<file path="src/rtl/axi_write_arbiter_if.sv">
// ---------------------------------------------------------------------------
// axi_write_arbiter_if
// User-side handshake between the write arbiter and the shared AXI write
// master.
//   m_valid    arbiter -> master  one-cycle start pulse
//   m_aw_addr  arbiter -> master  write address (stable until completion)
//   m_w_data   arbiter -> master  write data    (stable until completion)
//   m_w_strb   arbiter -> master  byte strobes  (stable until completion)
//   m_ready    master -> arbiter  one-cycle write-complete pulse
// Modports: master = arbiter side (drives the request), slave = write master.
// ---------------------------------------------------------------------------
interface axi_write_arbiter_if #(
  parameter int ADDR_W = 32,
  parameter int DATA_W = 32
);
  logic                  m_valid;
  logic [ADDR_W-1:0]     m_aw_addr;
  logic [DATA_W-1:0]     m_w_data;
  logic [DATA_W/8-1:0]   m_w_strb;
  logic                  m_ready;

  modport master (
    output m_valid, m_aw_addr, m_w_data, m_w_strb,
    input  m_ready
  );

  modport slave (
    input  m_valid, m_aw_addr, m_w_data, m_w_strb,
    output m_ready
  );
endinterface

</file>
<file path="src/rtl/axi_write_arbiter.sv">
// ---------------------------------------------------------------------------
// axi_write_arbiter
// Shares one AXI write master among NUM_REQ requesters with round-robin
// arbitration; one transaction in flight at a time.
// Ports:
//   ACLK, ARESET   clock (rising edge), asynchronous active-high reset
//   req_valid      per-requester request, held until req_done
//   req_addr/data/strb  flattened per-requester payload (requester i at i*W)
//   req_done       one-hot completion pulse to the winner
//   req_err        one-hot watchdog timeout pulse (0 without watchdog)
//   grant          one-hot owner of the current transaction, 0 when idle
//   busy           high whenever the FSM is not IDLE
//   m_if           master-side handshake (axi_write_arbiter_if.master)
// Optional feature: define AXI_WRITE_ARBITER_WATCHDOG_EN to abort a WAIT that
// lasts TIMEOUT cycles without m_ready (pulses req_err instead of req_done).
// ---------------------------------------------------------------------------
module axi_write_arbiter #(
  parameter int NUM_REQ = 4,
  parameter int ADDR_W  = 32,
  parameter int DATA_W  = 32,
  parameter int TIMEOUT = 255
) (
  input  logic                          ACLK,
  input  logic                          ARESET,
  input  logic [NUM_REQ-1:0]            req_valid,
  input  logic [NUM_REQ*ADDR_W-1:0]     req_addr,
  input  logic [NUM_REQ*DATA_W-1:0]     req_data,
  input  logic [NUM_REQ*(DATA_W/8)-1:0] req_strb,
  output logic [NUM_REQ-1:0]            req_done,
  output logic [NUM_REQ-1:0]            req_err,
  output logic [NUM_REQ-1:0]            grant,
  output logic                          busy,
  axi_write_arbiter_if.master           m_if
);

  localparam int IDX_W  = $clog2(NUM_REQ);
  localparam int STRB_W = DATA_W / 8;

  typedef enum logic [1:0] {
    S_IDLE,
    S_ISSUE,
    S_WAIT
  } state_t;

  state_t              state_q;
  logic [NUM_REQ-1:0]  grant_q;
  logic [NUM_REQ-1:0]  done_q;
  logic [IDX_W-1:0]    gnt_idx_q;
  logic [IDX_W-1:0]    rr_ptr_q;
  logic                busy_q;
  logic                m_valid_q;
  logic [ADDR_W-1:0]   m_addr_q;
  logic [DATA_W-1:0]   m_data_q;
  logic [STRB_W-1:0]   m_strb_q;

  logic                win_found;
  logic [IDX_W-1:0]    win_idx;
  logic [IDX_W:0]      cand;
  logic [NUM_REQ-1:0]  win_oh;
  logic [ADDR_W-1:0]   win_addr;
  logic [DATA_W-1:0]   win_data;
  logic [STRB_W-1:0]   win_strb;
  logic [IDX_W-1:0]    next_ptr;
  logic                timeout_hit;

  // Scan rr_ptr, rr_ptr+1, ... (mod NUM_REQ); first active requester wins.
  // cand is one bit wider so the wrap needs only a single subtraction.
  always_comb begin
    win_found = 1'b0;
    win_idx   = '0;
    cand      = '0;
    for (int unsigned k = 0; k < NUM_REQ; k++) begin
      cand = {1'b0, rr_ptr_q} + (IDX_W+1)'(k);
      if (cand >= (IDX_W+1)'(NUM_REQ)) begin
        cand = cand - (IDX_W+1)'(NUM_REQ);
      end
      if (!win_found && req_valid[cand[IDX_W-1:0]]) begin
        win_found = 1'b1;
        win_idx   = cand[IDX_W-1:0];
      end
    end
  end

  always_comb begin
    win_oh   = '0;
    win_addr = '0;
    win_data = '0;
    win_strb = '0;
    for (int unsigned i = 0; i < NUM_REQ; i++) begin
      if (win_idx == IDX_W'(i)) begin
        win_oh[i] = 1'b1;
        win_addr  = req_addr[i*ADDR_W +: ADDR_W];
        win_data  = req_data[i*DATA_W +: DATA_W];
        win_strb  = req_strb[i*STRB_W +: STRB_W];
      end
    end
  end

  // The requester that just finished drops to lowest priority.
  assign next_ptr = (gnt_idx_q == IDX_W'(NUM_REQ-1)) ? '0 : gnt_idx_q + IDX_W'(1);

  always_ff @(posedge ACLK or posedge ARESET) begin
    if (ARESET) begin
      state_q   <= S_IDLE;
      grant_q   <= '0;
      done_q    <= '0;
      gnt_idx_q <= '0;
      rr_ptr_q  <= '0;
      busy_q    <= 1'b0;
      m_valid_q <= 1'b0;
      m_addr_q  <= '0;
      m_data_q  <= '0;
      m_strb_q  <= '0;
    end else begin
      done_q    <= '0;
      m_valid_q <= 1'b0;
      case (state_q)
        S_IDLE: begin
          if (win_found) begin
            grant_q   <= win_oh;
            gnt_idx_q <= win_idx;
            m_addr_q  <= win_addr;
            m_data_q  <= win_data;
            m_strb_q  <= win_strb;
            m_valid_q <= 1'b1;
            busy_q    <= 1'b1;
            state_q   <= S_ISSUE;
          end
        end
        S_ISSUE: begin
          state_q <= S_WAIT;
        end
        S_WAIT: begin
          // m_ready wins over a timeout landing on the same cycle.
          if (m_if.m_ready || timeout_hit) begin
            done_q   <= m_if.m_ready ? grant_q : '0;
            grant_q  <= '0;
            rr_ptr_q <= next_ptr;
            busy_q   <= 1'b0;
            state_q  <= S_IDLE;
          end
        end
        default: begin
          state_q <= S_IDLE;
        end
      endcase
    end
  end

`ifdef AXI_WRITE_ARBITER_WATCHDOG_EN
  localparam int CNT_W = $clog2(TIMEOUT+1);

  logic [CNT_W-1:0]   wdog_q;
  logic [NUM_REQ-1:0] err_q;

  // Counter holds the number of completed WAIT cycles; the TIMEOUT-th
  // WAIT cycle without m_ready aborts.
  assign timeout_hit = (state_q == S_WAIT) && !m_if.m_ready &&
                       (wdog_q == CNT_W'(TIMEOUT-1));

  always_ff @(posedge ACLK or posedge ARESET) begin
    if (ARESET) begin
      wdog_q <= '0;
      err_q  <= '0;
    end else begin
      err_q <= timeout_hit ? grant_q : '0;
      if (state_q == S_ISSUE) begin
        wdog_q <= '0;
      end else if (state_q == S_WAIT) begin
        wdog_q <= wdog_q + 1'b1;
      end
    end
  end

  assign req_err = err_q;
`else
  assign timeout_hit = 1'b0;
  assign req_err     = '0;
`endif

  assign req_done       = done_q;
  assign grant          = grant_q;
  assign busy           = busy_q;
  assign m_if.m_valid   = m_valid_q;
  assign m_if.m_aw_addr = m_addr_q;
  assign m_if.m_w_data  = m_data_q;
  assign m_if.m_w_strb  = m_strb_q;

endmodule

</file>
<file path="src/flat_wrapper.sv">
// flat-port wrapper written by rule: the top's interface ports become plain ports
module axi_write_arbiter_flat 
#(
  parameter int NUM_REQ = 4,
  parameter int ADDR_W  = 32,
  parameter int DATA_W  = 32,
  parameter int TIMEOUT = 255
)
  (ACLK, ARESET, req_valid, req_addr, req_data, req_strb, req_done, req_err, grant, busy, m_if_m_valid, m_if_m_aw_addr, m_if_m_w_data, m_if_m_w_strb, m_if_m_ready);
  axi_write_arbiter_if #(.ADDR_W(ADDR_W), .DATA_W(DATA_W)) m_if_i ();
  input  logic ACLK;
  input  logic ARESET;
  input  logic [NUM_REQ-1:0] req_valid;
  input  logic [NUM_REQ*ADDR_W-1:0] req_addr;
  input  logic [NUM_REQ*DATA_W-1:0] req_data;
  input  logic [NUM_REQ*(DATA_W/8)-1:0] req_strb;
  output logic [NUM_REQ-1:0] req_done;
  output logic [NUM_REQ-1:0] req_err;
  output logic [NUM_REQ-1:0] grant;
  output logic busy;
  output wire logic [$bits(m_if_i.m_valid)-1:0] m_if_m_valid;
  output wire logic [$bits(m_if_i.m_aw_addr)-1:0] m_if_m_aw_addr;
  output wire logic [$bits(m_if_i.m_w_data)-1:0] m_if_m_w_data;
  output wire logic [$bits(m_if_i.m_w_strb)-1:0] m_if_m_w_strb;
  input wire logic [$bits(m_if_i.m_ready)-1:0] m_if_m_ready;
  assign m_if_m_valid = m_if_i.m_valid;
  assign m_if_m_aw_addr = m_if_i.m_aw_addr;
  assign m_if_m_w_data = m_if_i.m_w_data;
  assign m_if_m_w_strb = m_if_i.m_w_strb;
  assign m_if_i.m_ready = m_if_m_ready;
  axi_write_arbiter #(.NUM_REQ(NUM_REQ), .ADDR_W(ADDR_W), .DATA_W(DATA_W), .TIMEOUT(TIMEOUT)) u_core (.ACLK(ACLK), .ARESET(ARESET), .req_valid(req_valid), .req_addr(req_addr), .req_data(req_data), .req_strb(req_strb), .req_done(req_done), .req_err(req_err), .grant(grant), .busy(busy), .m_if(m_if_i));
endmodule
</file>
<file path="config.mk">
export PLATFORM = sky130hd
export DESIGN_NAME = axi_write_arbiter_flat
export DESIGN_NICKNAME = d
export VERILOG_FILES = /design/src/rtl/axi_write_arbiter_if.sv /design/src/rtl/axi_write_arbiter.sv /design/src/flat_wrapper.sv
export SDC_FILE = /design/constraint.sdc
export NUM_CORES = 1
export LEC_CHECK = 0
export ABC_AREA = 1
export CORE_AREA = 2 2 140 142
export DETAILED_ROUTE_END_ITERATION = 10
export DIE_AREA = 0 0 142 144
export PLACE_DENSITY = 0.77
export SLEW_MARGIN = 20
export SYNTH_ARGS = -nofsm -noshare
export SYNTH_HDL_FRONTEND = slang
export SYNTH_SLANG_ARGS = --single-unit
</file>
<file path="constraint.sdc">
create_clock -name ACLK -period 3.37 [get_ports ACLK]
set_input_delay 0.674 -clock ACLK [delete_from_list [all_inputs] [get_ports ACLK]]
set_output_delay 0.674 -clock ACLK [all_outputs]
set_load 0.02 [all_outputs]
</file>
Yosys cells after proc, flatten, opt, wreduce, memory -nomap -nowiden
Index checks and enable logic that the tools add are counted.

Register bits after elaboration: 84. Input port bits: 279. Output and inout port bits: 82. Word-level logic and storage cells: 97.

Add/subtract/negate cells: 8. $lt $le $gt $ge: 8. Eq/ne operators: 8. Multiplexer cells: 50. Reductions and logical operators: 13.

Operators with widths (number): 2-to-1 mux 32 bit (8); 2-to-1 mux 4 bit (8); 2-to-1 mux 2 bit (11); 2-to-1 mux 1 bit (16); less-than comparator 2 x 3 -> 1 bit (second input constant) (4); >= comparator 3 bit (second input constant) (3); binary-select mux 1 bit (select 2 bit) (4); equality test 2 bit (second input constant) (4); case mux 4 bit (2 select lines) (1); subtractor 2 x 1 -> 2 bit (second input constant) (4); adder 2 x 2 -> 3 bit (second input constant) (2); case mux 2 bit (3 select lines) (1); AND reduction 2 bit (3); equality test 2 x 1 -> 1 bit (second input constant) (2); zero test 2 bit (2); adder 2 x 1 -> 3 bit (second input constant) (1); >= comparator 2 x 3 -> 1 bit (second input constant) (1); logical AND 1 bit (3); zero test 1 bit (3); AND reduction 3 bit (1); adder 2 x 1 -> 2 bit (second input constant) (1); inequality test 2 x 1 -> 1 bit (second input constant) (1); inequality test 2 bit (second input constant) (1); case mux 1 bit (2 select lines) (1); nonzero test 2 bit (1).

Longest topological paths before layout
Gate-level depths: netlist of run 1.

Depth in word-level cells: 19. Gate-level depth with buffers: 17. Depth with buffers taken out: 15.

Worst setup path before layout of run 1
Ideal clock, no wire load.

Kind: input -> register. Start: input port req_valid[3]. End: register u_core.m_addr_q[24], in the netlist u_core.m_if.m_aw_addr[24]. Setup time: 118 ps. Arrival time: 1930 ps. Required time: 3252 ps. Path slack: 1322 ps. Cell stages on the path: 12. Path buffers: 1. Path through: inv_1 nand2_2 nand3_1 nand2_2 nor2_4 nand3_2 nand2_2 nand2_4 clkbuf_1 or2_2 nand4_1 nand2_1.

Longest elaborated chain between the ends: 17. Elaborated cells on any way between the ends: 31. Classes of those cells: eq/ne (3); mux (20); reduce/logical (8).

Ends and longest elaborated chain: start: declaration (RTL line flat_wrapper.sv:13) `input logic [NUM_REQ-1:0] req_valid;`; binary-select mux 1 bit (select 2 bit) (RTL line axi_write_arbiter.sv:77) `if (!win_found && req_valid[cand[IDX_W-1:0]]) begin`; 2-to-1 mux 1 bit (implied by the code) (RTL line axi_write_arbiter.sv:77); 2-to-1 mux 1 bit (RTL line axi_write_arbiter.sv:77); zero test 1 bit (RTL line axi_write_arbiter.sv:77); logical AND 1 bit (RTL line axi_write_arbiter.sv:77); 2-to-1 mux 1 bit (RTL line axi_write_arbiter.sv:77); zero test 1 bit (RTL line axi_write_arbiter.sv:77); logical AND 1 bit (RTL line axi_write_arbiter.sv:77); 2-to-1 mux 1 bit (RTL line axi_write_arbiter.sv:77); zero test 1 bit (RTL line axi_write_arbiter.sv:77); logical AND 1 bit (RTL line axi_write_arbiter.sv:77); 2-to-1 mux 2 bit (RTL line axi_write_arbiter.sv:77); zero test 2 bit (RTL line axi_write_arbiter.sv:90) `if (win_idx == IDX_W'(i)) begin`; 2-to-1 mux 32 bit (4 in series) (RTL line axi_write_arbiter.sv:90); end signal: assignment (RTL line axi_write_arbiter.sv:122) `m_addr_q <= win_addr;`; end: declaration (RTL line axi_write_arbiter.sv:52) `logic [ADDR_W-1:0] m_addr_q;`.

Parallel ways exist; a longest one is shown, timed or not. The select of a mux whose other input is x is not followed. A chain may end at the register's enable or synchronous reset.

Worst setup path in the final report of run 1
Start: input port req_valid[0]. End: register u_core.m_data_q[1], in the netlist u_core.m_if.m_w_data[1].

Longest elaborated chain between the ends: 17. Elaborated cells on any way between the ends: 31. Classes of those cells: eq/ne (3); mux (20); reduce/logical (8).

Ends and longest elaborated chain: binary-select mux 1 bit (select 2 bit) (RTL line axi_write_arbiter.sv:77); 2-to-1 mux 1 bit (implied by the code) (RTL line axi_write_arbiter.sv:77); 2-to-1 mux 1 bit (RTL line axi_write_arbiter.sv:77); zero test 1 bit (RTL line axi_write_arbiter.sv:77); logical AND 1 bit (RTL line axi_write_arbiter.sv:77); 2-to-1 mux 1 bit (RTL line axi_write_arbiter.sv:77); zero test 1 bit (RTL line axi_write_arbiter.sv:77); logical AND 1 bit (RTL line axi_write_arbiter.sv:77); 2-to-1 mux 1 bit (RTL line axi_write_arbiter.sv:77); zero test 1 bit (RTL line axi_write_arbiter.sv:77); logical AND 1 bit (RTL line axi_write_arbiter.sv:77); 2-to-1 mux 2 bit (RTL line axi_write_arbiter.sv:77); zero test 2 bit (RTL line axi_write_arbiter.sv:90); 2-to-1 mux 32 bit (4 in series) (RTL line axi_write_arbiter.sv:90); end signal: assignment (RTL line axi_write_arbiter.sv:123) `m_data_q <= win_data;`; end: declaration (RTL line axi_write_arbiter.sv:53) `logic [DATA_W-1:0] m_data_q;`.

Parallel ways exist; a longest one is shown, timed or not. The select of a mux whose other input is x is not followed.

==> results by group, run 1 <==
STA
  • Final setup TNS: 0 ps
  • Fin crit period: 2646 ps
  • RSZ-0062 raised after global routing: false
  • Slew Viols, Final: 0
  • Final period util: 78.51%
  • Setup violators final: 0
  • Measured slew at the worst slew-check pin: around 530 ps
  • Fin Clk Skew: 9.962 ps
  • Maximum operating frequency: approximately 380 MHz
  • Setup slack after layout: 724.2 ps
  • Worst slew margin: 64.80%
  • Fin. Hold Viols: 0

Floorplan
  • Core ar.: approximately 19,000 um2
  • Row Count: 51
  • Die H: between 100 and 150 um
  • Initial Util: roughly 31%
  • # IOs: 361
  • Die width: 142 um
  • Die area: a little over 20,000 um2

Clocking
  • Worst-path clk slew: 70 ps
  • H-tree Lvls: 3
  • CTS tree: built
  • CTS buffer count: 9
  • Clk sinks: between 80 and 90
  • Post-CTS Setup Repair Bufs: 0
  • Worst-Skew Late Latency: roughly 340 ps
  • Root Buffer: clkbuf_16
  • CTS Hold Buffers Added: 0
  • Clk buf depth: 2
  • Post-cts sizing count: 0

Synthesis
  • Count leader, synth: nand2_1
  • EDFF count, synth: 0
  • Synthesized instance count: 906
  • Largest family of logic cells by synthesized area: simple AND/OR/NAND/NOR gates
  • Commonest cells post-synth: nand2_1, nand3_1, inv_1, dfrtp_1, a21oi_1
  • FFs w/ async S/R, synth: 100.0%
  • Leading area contributor after synthesis: dfrtp_1
  • Cell Area, Synth: 5971 um2
  • Adder-cell share of the synthesized area: 0.2096%
  • Sequential share of the synthesized area: 35.21%
  • Fraction of the mapped netlist area in simple logic gates: a little over 40%
  • Yosys warning total: 0
  • Synth Register Bits: 84
  • Distinct cell type count after synthesis: 29
  • Synth area leaders: dfrtp_1, nand2_1, nand3_1
  • Syn avg cell area: 6.590 um2
  • Xor and xnor fraction of the mapped netlist area: 0%
  • Synth Flop Type: dfrtp_1
  • Yosys top cell area share: 35.21%
  • Synth Area in Compound Gates: 9.514%
  • Post-synthesis mux area share: 0%

Critical path
  • CP max stage delay: 490 ps
  • Startpoint types: input pin
  • Reg2Reg Setup Slack: roughly 800 ps
  • Critical path's slowest cell: clkdlybuf4s50_1
  • CP Capture Type: flip-flop
  • Critical path required time: 3660 ps
  • Setup Crit Path Kind: in2reg
  • CP cell instances: clkdlybuf4s50_1 -> inv_1 -> nand2_1 -> nand3_1 -> nand2_2 -> nor2_1 -> nor2_1 -> nand2_2 -> nand2_4 -> buf_12 -> nor2_4 -> buf_12 -> nor2_4 -> nand4_1 -> nand2_1
  • CP Data Arrival Time: about 3000 ps
  • Max FO, Critical Path: 59

Layout
  • Synth-to-layout area growth: 67.29%
  • Layout cells sized above 1: 6.006%
  • Filler cell count: roughly 1,800
  • Layout Nets: approximately 1,500
  • Antenna diodes: 0

Power
  • PwrDens: around 1100 nW/um2
  • P_sw: 5.932 mW
  • VDD IR max: 1.137 mV
  • Sw frac: 52.77%
  • Clock power frac: 9.0%
  • Internal power: between 5 and 6 mW
  • Sequential power share: 16.1%
  • Total leakage power: about 4.8 nW
  • Combinational Power Share: about three quarters

Placed design
  • HPWL after DPL: 16,500 um
  • Post-Place Worst Slack: 398.1 ps
  • Port buffer count: approximately 360
  • GP Congestion: 0.9213

Drt
  • Mean routed wirelength per cell: between 10 and 15 um
  • Remaining DRCs: 0
  • Via-to-Cell Ratio: ~4.9
  • Iter 0 DRT Violations: between 300 and 400
  • Routed via count: 7,175
  • WL final: 21,850 um
  • TritonRoute pass-1 iters: 5
  • Detail Route Antenna Nets: 0

GRT
  • GRT Total Usage: 20.46%
  • Largest net degree at the start of global routing: 79
  • Vias in the first global route: 6,486
  • First-pass GRT wire length: around 33,000 um
  • Grt ovf: 0
  • Initial antenna violation count: 0

Run status
  • Status: finished, final reports clean

Run
  • Max-cap violations: 0

Worst hold path
  • Hold crit path type: reg2reg
critical path: cells and delay by family:
family	cells	cell delay, ps
buf+inv	4	960
simple gates	11	1260
area by class of cell:
type	instances	area, um2	share of cell area, %
Timing Repair Buffer	376	3826	38.31
Multi-Input combinational cell	650	3067	30.70
Sequential cell	84	2102	21.04
Inverter	106	399.1	3.996
Tap cell	238	297.8	2.981
Clock buffer	9	225.2	2.255
Clock inverter	7	71.32	0.7140
metal layers:
layer	global-route usage (%)	part of all wire [%]
met1	24.89	40
met2	35.34	50
met3	5.099	7.5
met4	7.105	2.8
met5	0	0
cells by family after synthesis:
logic type / after synthesis
simple gates: 534
buf+inv: 175
compound gates: 111
flops: 84
fa+ha+maj: 1
other cells: 1
power by group through the flow:
stage / Sequential (mW) / Combinational (mW) / Clock [mW]
detailed placement: 1.81 / 8.46 / 0
CTS: 1.81 / 8.48 / 1.04
global route: 1.87 / 9.37 / 1.08
global placement: 1.81 / 8.31 / 0
finish: 1.81 / 8.43 / 1.01
floorplan: 2.28 / 5.39 / 0
layout by cell type, fill, tap and decap left out, types with 16 or more instances in the layout:
cell and n:
a21oi_1 52, clkdlybuf4s50_1 356, dfrtp_1 84, inv_1 101, nand2_1 268, nand3_1 172, nand3b_1 16, nand4_1 24
nor2_1 19, o21ai_0 43, or2_2 18
final timing paths:
kind,startpoint,to,cells after the start
max,req_valid[0],u_core.m_if.m_w_data[1],15
min reg2reg,u_core.m_if.m_w_data[27],u_core.m_if.m_w_data[27],2
max in group asynchronous,ARESET,u_core.m_if.m_w_data[31],3
max reg2reg,u_core.rr_ptr_q[0],u_core.m_if.m_aw_addr[3],15
min in group asynchronous,ARESET,u_core.m_if.m_aw_addr[21],2
min,u_core.m_if.m_w_data[27],u_core.m_if.m_w_data[27],2
state kept, by name (all words and copies together) (netlist names):
register,count
u_core.m_if.m_w_data,32
u_core.grant,4
u_core.busy,1
u_core.req_done,4
u_core.gnt_idx_q,2
u_core.m_if.m_w_strb,4
u_core.state_q,2
u_core.m_if.m_valid,1
u_core.m_if.m_aw_addr,32
u_core.rr_ptr_q,2
metrics by stage:
step           total power [mW]  hold WS, ps  util [%]  area, um2  std cells
2_1_floorplan             7.676        445.6         -       5982        909
3_3_place_gp              10.12        461.2     50.80       9692       1454
3_5_place_dp              10.27        463.7     50.80       9692       1454
4_1_cts                   11.33        478.7     52.35       9988       1470
5_1_grt                   12.32        497.7     52.35       9988       1470
6_report                  11.24        478.2     52.35       9988       1470
No activity file was read; power rests on OpenSTA's default activity.
==> inputs of run 2 (changes only) <==
==> constraint.sdc (replaced) <==
create_clock -name ACLK -period 2.6 [get_ports ACLK]
set_input_delay 0.52 -clock ACLK [delete_from_list [all_inputs] [get_ports ACLK]]
set_output_delay 0.52 -clock ACLK [all_outputs]
set_load 0.02 [all_outputs]
==> results by group, run 2 (same netlist as run 1, synthesis figures left out) <==
Run status
  • Status: finished, final reports clean (unchanged)

Layout
  • Final core utilization: 53.41% (was 52.35%)
  • Layout cells sized above 1: 7.212% (was 6.006%)
  • Layout Nets: 1,523 (was 1,507)
  • Reg area: 2102 um2 (unchanged)
  • Synth-to-layout area growth: 70.68% (was 67.29%)
  • Post-route insts no fill: 1,486 (was 1,470)
  • Antenna diodes: 0 (unchanged)
  • Multi-input logic area: 3067 um2 (unchanged)
  • Most frequent cells in the layout: clkdlybuf4s50_1, nand2_1, nand3_1 (unchanged)
  • Post-route cell area: 10,190 um2 (was 9988 um2)
  • Filler cell count: 1,853 (was 1,823)
  • Most common cell after layout, fill and taps aside: clkdlybuf4s50_1 (unchanged)

Critical path
  • Critical Path Source: req_valid[2] (was req_valid[0])
  • Startpoint types: input pin (unchanged)
  • Crit Reg-Reg Startpoint: u_core.rr_ptr_q[0] (unchanged)
  • R2R depth: 14 (was 15)
  • R2R Path End: u_core.m_if.m_w_data[29] (was u_core.m_if.m_aw_addr[3])
  • Max FO, Critical Path: 27 (was 59)
  • CP Data Arrival Time: 2630 ps (was 2930 ps)
  • CP Capture Type: flip-flop (unchanged)
  • Setup Crit Path Kind: in2reg (unchanged)
  • Reg2Reg Setup Slack: 240 ps (was 800 ps)
  • Critical path required time: 2830 ps (was 3660 ps)

Drt
  • WL final: 23,010 um (was 21,850 um)
  • Routed via count: 7,244 (was 7,175)
  • Remaining DRCs: 0 (unchanged)
  • Mean routed wirelength per cell: 15.49 um (was 14.86 um)
  • Via-to-Cell Ratio: 4.875 (was 4.881)
  • Detail Route Antenna Nets: 0 (unchanged)
  • TritonRoute pass-1 iters: 5 (unchanged)
  • Iter 0 DRT Violations: 350 (was 339)

Placed design
  • Post-Place Worst Slack: -145.6 ps (was 398.1 ps)
  • Port buffer count: 356 (unchanged)
  • HPWL after DPL: 17,680 um (was 16,500 um)
  • DP Area: 9902 um2 (was 9692 um2)
  • GP Congestion: 0.9307 (was 0.9213)
  • Placed Instances: 1,470 (was 1,454)

GRT
  • GRT Total Usage: 21.57% (was 20.46%)
  • Largest net degree at the start of global routing: 80 (was 79)
  • First-pass GRT wire length: 34,820 um (was 33,270 um)
  • Grt ovf: 0 (unchanged)
  • Vias in the first global route: 6,715 (was 6,486)
  • Initial antenna violation count: 0 (unchanged)

Clocking
  • Clk sinks: 84 (unchanged)
  • CTS Hold Buffers Added: 0 (unchanged)
  • CTS tree: built (unchanged)
  • CTS buffer count: 9 (unchanged)
  • Post-cts sizing count: 0 (unchanged)
  • Worst-path clk slew: 60 ps (was 70 ps)
  • Worst-Skew Late Latency: 340 ps (about the same)
  • H-tree Lvls: 3 (unchanged)
  • Post-CTS Setup Repair Bufs: 0 (unchanged)
  • Root Buffer: clkbuf_16 (unchanged)
  • Clk buf depth: 2 (unchanged)

Power
  • PwrDens: 1495 nW/um2 (was 1126 nW/um2)
  • Total leakage power: 4.851 nW (was 4.750 nW)
  • VDD IR max: 1.293 mV (was 1.137 mV)

STA
  • Final period util: 92.24%
  • Setup violators final: 0 (unchanged)
  • Setup slack after layout: 201.7 ps (was 724.2 ps)
  • Slew Viols, Final: 0 (unchanged)
  • Fin crit period: 2398 ps
  • Fin Clk Skew: 7.635 ps (was 9.962 ps)
  • Measured slew at the worst slew-check pin: 599.0 ps (was 527.2 ps)
  • Maximum operating frequency: 417.0 MHz
  • RSZ-0062 raised after global routing: false (unchanged)
  • Fin. Hold Viols: 0 (unchanged)
  • Worst slew margin: 60.06% (was 64.80%)

Floorplan
  • Core ar.: 19,080 um2 (unchanged)
  • Die H: 144 um (unchanged)
  • Row Count: 51 (unchanged)
  • Die area: 20,450 um2 (unchanged)
  • Die width: 142 um (unchanged)
  • # IOs: 361 (unchanged)
  • Initial Util: 31.29% (unchanged)

Run
  • Max-cap violations: 0 (unchanged)

Worst hold path
  • Hold-critical path depth: 2 (unchanged)
  • Hold crit path type: reg2reg (unchanged)
  • Worst Hold Launch: u_core.m_if.m_aw_addr[3] (was u_core.m_if.m_w_data[27])
  • WHS Endpoint: u_core.m_if.m_aw_addr[3] (was u_core.m_if.m_w_data[27])
==> run 2: changes by cell type in the layout (fill, tap and decap cells not counted), moves of 2 or more <==
cell / change
clkinv_4: +3
clkinv_2: -2
clkbuf_8: +2
inv_6: -3
buf_12: +7
buf_4: +9
==> run 2: layout make-up <==
cell class | count | area share (%)
timing repair buffer | 392 | 39.58
sequential | 84 | 20.63
clock buffer | 11 | 2.480
tap | 238 | 2.922
multi-input combinational | 650 | 30.09
clock inverter | 5 | 0.3560
inverter | 106 | 3.941
==> run 2: where the power goes <==
group          internal [mW]  total [mW]  switching [mW]
combinational           4.71        11.7            6.95
sequential              1.98        2.34           0.356
clock                  0.702        1.25           0.549
==> run 2: worst max-delay path by stage <==
| stage | slack (ps) | to | cells after the start |
|---|---|---|---|
| 2_1_floorplan | 710 | u_core.m_if.m_aw_addr[24] | 12 |
| 6_report | 200 | u_core.m_if.m_w_data[30] | 15 |
| 3_5_place_dp | -150 | u_core.m_if.m_w_data[30] | 15 |
| 5_1_grt | 30 | u_core.m_if.m_w_data[29] | 15 |
| 3_3_place_gp | 30 | u_core.m_if.m_aw_addr[27] | 15 |
| 4_1_cts | 210 | u_core.m_if.m_w_data[30] | 15 |
==> run 2: per-layer routing <==
layer	vias up	GRT usage, %	part of all wire, %
met3	59	4.868	7.4
met2	293	36.18	49
met4	0	9.211	3.7
li1	3591	-	-
met5	-	0	0
met1	3301	26.75	40
==> run 2: worst max-delay path, stage by stage <==
cell	delay, ps
clkdlybuf4s50_1	480
inv_1	50
nand2_1	80
nand3_1	120
nand2_2	150
nor2_1	70
nor2_1	110
nand2_2	80
nand2_4	130
inv_2	120
buf_4	240
o21ai_0	230
nand3_1	110
nand2_1	70
nand2_1	40
==> run 2: through the flow <==
stage / hold WS, ps / TNS (ps) / power (mW)
floorplan: 445.6 / 0 / 9.950
global placement: 459.1 / 0 / 13.78
detailed placement: 463.7 / -1347 / 14.01
CTS: 481.9 / 0 / 15.34
global route: 505.5 / 0 / 16.67
finish: 477.9 / 0 / 15.24
